[src/rtl/fp_div_seq_if.sv]
// Operand/result handshake bundle for the iterative fp16 divider.
// The slave side is the divider; the master side is whoever feeds it.
interface fp_div_seq_if;
  logic        in_valid;
  logic        in_ready;
  logic [15:0] opA;
  logic [15:0] opB;
  logic        out_valid;
  logic        out_ready;
  logic [15:0] quotient;

  modport master (
    output in_valid, opA, opB, out_ready,
    input  in_ready, out_valid, quotient
  );

  modport slave (
    input  in_valid, opA, opB, out_ready,
    output in_ready, out_valid, quotient
  );
endinterface

[src/rtl/fp_div_seq.sv]
// Iterative fp16 divider (restoring, truncating, no denormals/NaN), one division in flight.
// BITS_PER_CYCLE quotient bits are resolved per DIV cycle; legal values divide 12.
module fp_div_seq #(
  parameter int BITS_PER_CYCLE = 1
) (
  input  logic         clock,
  input  logic         reset_n,
  fp_div_seq_if.slave  bus
);
  localparam int N = 12 / BITS_PER_CYCLE;

  typedef enum logic [1:0] {IDLE, DIV, NORM, DONE} state_t;

  state_t             state, state_nx;
  logic               sign;
  logic [4:0]         ea, eb;
  logic [12:0]        rem, rem_nx;
  logic [10:0]        dsr;
  logic [11:0]        q, q_nx;
  logic [3:0]         cnt;
  logic [15:0]        quo;
  logic               accept, div_zero, dvd_zero, last;
  logic               sign_in;
  logic signed [6:0]  e_norm;
  logic [15:0]        norm_res;

  // Saturate to infinity on overflow, flush to signed zero on underflow.
  function automatic logic [15:0] pack_result(input logic s, input logic signed [6:0] e,
                                              input logic [9:0] m);
    if (e >= 7'sd31)     return {s, 5'h1F, 10'h000};
    else if (e <= 7'sd0) return {s, 15'h0000};
    else                 return {s, e[4:0], m};
  endfunction

  assign accept   = bus.in_valid && (state == IDLE);
  assign div_zero = (bus.opB[14:10] == 5'd0);
  assign dvd_zero = (bus.opA[14:10] == 5'd0);
  assign sign_in  = bus.opA[15] ^ bus.opB[15];
  assign last     = (cnt == 4'(N - 1));

  always_ff @(posedge clock or negedge reset_n) begin
    if (!reset_n) state <= IDLE;
    else          state <= state_nx;
  end

  always_comb begin
    state_nx = state;
    case (state)
      IDLE:    if (accept) state_nx = (div_zero || dvd_zero) ? DONE : DIV;
      DIV:     if (last) state_nx = NORM;
      NORM:    state_nx = DONE;
      DONE:    if (bus.out_ready) state_nx = IDLE;
      default: state_nx = IDLE;
    endcase
  end

  // Restoring steps for one DIV cycle; quotient bits shift in MSB first.
  always_comb begin
    rem_nx = rem;
    q_nx   = q;
    for (int j = 0; j < BITS_PER_CYCLE; j++) begin
      if (rem_nx >= {2'b00, dsr}) begin
        rem_nx = rem_nx - {2'b00, dsr};
        q_nx   = {q_nx[10:0], 1'b1};
      end else begin
        q_nx   = {q_nx[10:0], 1'b0};
      end
      rem_nx = rem_nx << 1;
    end
  end

  // Quotient in [0.5,2): a clear q[11] means one extra normalising shift.
  always_comb begin
    e_norm = $signed({2'b00, ea}) - $signed({2'b00, eb}) + 7'sd15;
    if (!q[11]) e_norm = e_norm - 7'sd1;
    norm_res = pack_result(sign, e_norm, q[11] ? q[10:1] : q[9:0]);
  end

  always_ff @(posedge clock or negedge reset_n) begin
    if (!reset_n) begin
      sign <= 1'b0;
      ea   <= '0;
      eb   <= '0;
      rem  <= '0;
      dsr  <= '0;
      q    <= '0;
      cnt  <= '0;
      quo  <= '0;
    end else begin
      case (state)
        IDLE: if (accept) begin
          sign <= sign_in;
          ea   <= bus.opA[14:10];
          eb   <= bus.opB[14:10];
          rem  <= {2'b00, 1'b1, bus.opA[9:0]};
          dsr  <= {1'b1, bus.opB[9:0]};
          q    <= '0;
          cnt  <= '0;
          if (div_zero)      quo <= {sign_in, 5'h1F, 10'h000};
          else if (dvd_zero) quo <= {sign_in, 15'h0000};
        end
        DIV: begin
          rem <= rem_nx;
          q   <= q_nx;
          cnt <= cnt + 4'd1;
        end
        NORM:    quo <= norm_res;
        default: ;
      endcase
    end
  end

  assign bus.in_ready  = (state == IDLE);
  assign bus.out_valid = (state == DONE);
  assign bus.quotient  = quo;
endmodule

[src/flat_wrapper.sv]
// flat-port wrapper written by rule: the top's interface ports become plain ports
module fp_div_seq_flat 
#(
  parameter int BITS_PER_CYCLE = 1
)
  (clock, reset_n, bus_in_valid, bus_opA, bus_opB, bus_out_ready, bus_in_ready, bus_out_valid, bus_quotient);
  fp_div_seq_if bus_i ();
  input  logic clock;
  input  logic reset_n;
  input wire logic [$bits(bus_i.in_valid)-1:0] bus_in_valid;
  input wire logic [$bits(bus_i.opA)-1:0] bus_opA;
  input wire logic [$bits(bus_i.opB)-1:0] bus_opB;
  input wire logic [$bits(bus_i.out_ready)-1:0] bus_out_ready;
  output wire logic [$bits(bus_i.in_ready)-1:0] bus_in_ready;
  output wire logic [$bits(bus_i.out_valid)-1:0] bus_out_valid;
  output wire logic [$bits(bus_i.quotient)-1:0] bus_quotient;
  assign bus_i.in_valid = bus_in_valid;
  assign bus_i.opA = bus_opA;
  assign bus_i.opB = bus_opB;
  assign bus_i.out_ready = bus_out_ready;
  assign bus_in_ready = bus_i.in_ready;
  assign bus_out_valid = bus_i.out_valid;
  assign bus_quotient = bus_i.quotient;
  fp_div_seq #(.BITS_PER_CYCLE(BITS_PER_CYCLE)) u_core (.clock(clock), .reset_n(reset_n), .bus(bus_i));
endmodule
[config.mk]
export PLATFORM = sky130hd
export DESIGN_NAME = fp_div_seq_flat
export DESIGN_NICKNAME = d
export VERILOG_FILES = /design/src/rtl/fp_div_seq_if.sv /design/src/rtl/fp_div_seq.sv /design/src/flat_wrapper.sv
export SDC_FILE = /design/constraint.sdc
export NUM_CORES = 1
export LEC_CHECK = 0
export CAP_MARGIN = 40
export CORE_MARGIN = 3
export CORE_UTILIZATION = 56
export DETAILED_ROUTE_END_ITERATION = 12
export HOLD_SLACK_MARGIN = 0.15
export PLACE_DENSITY = 0.88
export SKIP_CTS_REPAIR_TIMING = 1
export SYNTH_ARGS = -nofsm -noshare
export SYNTH_HDL_FRONTEND = slang
export SYNTH_SLANG_ARGS = --single-unit
[constraint.sdc]
create_clock -name clock -period 3.2 [get_ports clock]
set_input_delay 0.32 -clock clock [delete_from_list [all_inputs] [get_ports clock]]
set_output_delay 0.32 -clock clock [all_outputs]
set_load 0.1 [all_outputs]
==> results.rst, run 1 <==
.. list-table::
   :header-rows: 1

   * - Metric
     - Value
   * - Run status
     - finished, final reports clean
   * - Data arrival time of the critical path
     - between 3 and 4 ns
   * - Share of the synthesized area in the top cell type
     - 0.398
   * - Number of distinct library cells after synthesis
     - 58
   * - Clock sink count
     - 69
   * - Largest cells by area after synthesis
     - dfrtp_1 (40%), ha_1 (6.6%), mux2_2 (6.2%)
   * - Endpoints failing hold
     - 0
   * - Max stage delay on crit path
     - about 0.48 ns
   * - N_diodes
     - 0
   * - Maximum frequency from static timing analysis
     - ~0.32 GHz
   * - Class of the worst hold path
     - in2async
   * - Share of async-settable or async-resettable flops after synthesis
     - 1.00
   * - Via count
     - 3684
   * - Critical path cell sequence
     - inv_1, ha_1, inv_1, fa_1, xnor2_2, and3_1, mux2i_1, o21a_1, mux2i_4, a21boi_0, o211ai_2, buf_6, o21ai_0
   * - Headroom to the max-slew limit
     - 0.523
   * - Die Outline Area
     - 0.00883 mm²
   * - Worst setup skew after layout
     - roughly 0.013 ns
   * - EDFF count, synth
     - 0
   * - Post-Place Setup Slack
     - -0.0655 ns
   * - Count of pins over their slew limit
     - 0
   * - Antenna violations before repair
     - 0
   * - Synth warn
     - 0
   * - Number of cells traversed by the worst register-to-register path
     - 13
   * - Setup crit end kind
     - register
   * - Cell taking the most area after synthesis
     - dfrtp_1
   * - Layout overhead on the synthesized area
     - 28.9%
   * - CTS tree
     - built
   * - Post-Synthesis Net Count
     - 506
   * - Minimum setup slack among reg-to-reg paths
     - around 0.041 ns
   * - Gr ovfl total
     - 0
   * - Most numerous cell in the Yosys netlist
     - dfrtp_1
   * - Standard-cell row count
     - 31
   * - # nets final
     - 585
   * - Worst path bufs/invs
     - 3
   * - Number of maximum-capacitance violations
     - 0
   * - Routed vias/inst
     - around 5.9
   * - Transition at the pin with the smallest max-transition slack
     - between 0.7 and 0.8 ns
   * - Longest Clk Path Bufs
     - 2
   * - Ports
     - 54
   * - Crit path setup slack, layout
     - 0.0414 ns
   * - H-tree lvl count
     - 3
   * - Root Buffer Master
     - clkbuf_8
   * - GRT Total Usage
     - 0.254
   * - Worst setup path category
     - reg2reg
   * - DRC violation count after routing
     - 0
   * - Synthesized flop and latch total
     - 69
   * - Critical path startpoint category
     - register
   * - Cell with the largest stage delay on the worst path
     - fa_1
   * - Post-detailed-routing wire length
     - approximately 11000 µm
   * - Max Used Layer
     - met4
   * - WL/cell
     - around 17 µm
   * - Share of the clock period used by the worst path
     - 0.987
   * - Synthesized area divided by synthesized cell count
     - a little under 10 µm²
   * - Routed length on met2
     - between 5000 and 6000 µm
   * - Cell seen most often among critical-path stages
     - inv_1
   * - X dimension of the die
     - around 94 µm
   * - Count of input and output buffers
     - 53
   * - Fraction of layout instances using a drive strength above 1
     - 0.186
   * - Via count of the first global-routing pass
     - about 3800
   * - First element of the critical path
     - u_core.ea[0]
   * - Met1 wire length
     - around 4500 µm
   * - Share of the core filled with cells
     - 0.758
   * - Post-detailed-placement half-perimeter wirelength
     - slightly below 8000 µm
   * - Cells after synthesis
     - 445
   * - Critical path peak fanout
     - 10
   * - Antenna violation net count after detailed routing
     - 0
   * - Most used standard cells in the synthesized netlist
     - dfrtp_1 (69), a21oi_1 (40), nand2_1 (34), o21ai_0 (34), inv_1 (28)
   * - Final hold slack
     - 0.383 ns
   * - Metal3 WL
     - around 450 µm
   * - Number of setup violations in the final report
     - 0
   * - Sequential share of the synthesized area
     - 0.398
   * - Logic depth of the worst path, buffers included
     - 13
   * - Die boundary height
     - between 90 and 100 µm
   * - Starting density of the core
     - 0.588
   * - Netlist area before placement
     - 0.00433 mm²
   * - Reg2Reg Launch Point
     - u_core.ea[0]
   * - Wire length of the first global-routing pass
     - 17700 µm
   * - Clock buffers created by TritonCTS
     - 9
   * - Dominant synthesized flop cell
     - dfrtp_1
   * - CP top delay family
     - compound AO/OA/AOI/OAI gates
   * - Core Area
     - between 0.007 and 0.008 mm²
   * - Clock Latency Late Sink
     - between 0.3 and 0.4 ns
   * - Reg-to-Reg End
     - u_core.bus.quotient[2]
   * - Critical path required time
     - ~3.4 ns
   * - Capturing element of the worst setup path
     - u_core.bus.quotient[2]
   * - DRT iter0 DRCs
     - 215
   * - Tmin final
     - approximately 3.2 ns
   * - Largest net degree at the start of global routing
     - 56
   * - Clock transition at the register clock pins on the worst setup and hold paths after CTS
     - ~0.080 ns
   * - Drt pass-1 iters
     - 4
   * - Final estimated routing congestion in global placement
     - around 0.92
[area by class of cell]
| cell class | count | area [µm²] |
|---|---|---|
| clock inverters | 5 | 85.1 |
| multi-input cells | 331 | 2530 |
| inverters | 28 | 105 |
| flip-flops and latches | 69 | 1730 |
| fillers | 497 | 1780 |
| repair buffers | 85 | 887 |
| clock buffers | 10 | 128 |
| well taps | 99 | 124 |
[cells in the final DEF, fill, tap and decap left out, types with 3 or more instances in the layout]
cell and instances:
nand2b_1 7, o21a_1 4, ha_1 21, inv_1 28, a21o_1 5, buf_8 16, mux2_2 24, o21ai_0 28
xor2_1 8, xnor2_1 9, mux2i_1 21, dfrtp_1 69, nor2b_1 9, nand3_1 6, clkbuf_8 9, nand2_1 34
a21oi_1 39, a22o_1 16, nor2_1 20, and2_1 3, clkdlybuf4s50_1 50, o21ai_1 7, nor3_1 7, buf_4 16
or3_1 7
[registers in the layout (all words and copies together), names as in the netlist]
signal               cells
u_core.sign              1
u_core.rem              13
u_core.eb                5
u_core.ea                5
u_core.state             2
u_core.dsr              11
u_core.cnt               4
u_core.bus.quotient     16
u_core.q                12
[per-stage QoR]
stage / area [µm²] / setup TNS [ns] / cells
2_1_floorplan: 4330 / 0 / 445
3_3_place_gp: 4980 / 0 / 590
3_5_place_dp: 5230 / -0.104 / 607
4_1_cts: 5440 / -0.250 / 622
5_1_grt: 5590 / -0.975 / 627
6_report: 5590 / 0 / 627
[metal layers]
layer / up-vias / track usage
li1: 1761 / -
met1: 1794 / 0.320
met2: 112 / 0.451
met3: 17 / 0.0353
met4: 0 / 0.0794
met5: - / 0
[worst min path at each step]
stage	startpoint	end	slack [ns]	cells past startpoint
6_report	reset_n	u_core.bus.quotient[6]	0.38	2
5_1_grt	reset_n	u_core.bus.quotient[14]	0.41	2
4_1_cts	reset_n	u_core.sign	-0.14	1
3_5_place_dp	reset_n	u_core.sign	0.23	1
3_3_place_gp	reset_n	u_core.bus.quotient[6]	0.23	1
2_1_floorplan	reset_n	u_core.bus.quotient[0]	0.02	0
[cells by family after synthesis]
kind of cell / share of synthesized area
AOI/OAI and AO/OA: 0.197
DFF: 0.398
and+or+nand+nor: 0.127
muxes: 0.120
buffers and inverters: 0.0407
xor gates and xnor gates: 0.0416
adders and majority gates: 0.0756
Power of run 1 is not shown: default switching activity piles up to over one toggle a cycle in this logic, so the estimate is an artifact.
==> run 2, diff against run 1 <==
--- a/config.mk
+++ b/config.mk
@@ -15,3 +15,4 @@
 export SYNTH_ARGS = -nofsm -noshare
 export SYNTH_HDL_FRONTEND = slang
 export SYNTH_SLANG_ARGS = --single-unit
+export TNS_END_PERCENT = 50
==> results of run 2 <==
Final layout, timing and power as in run 1 (identical DEF).
Power of run 2 is left out for the same reason.
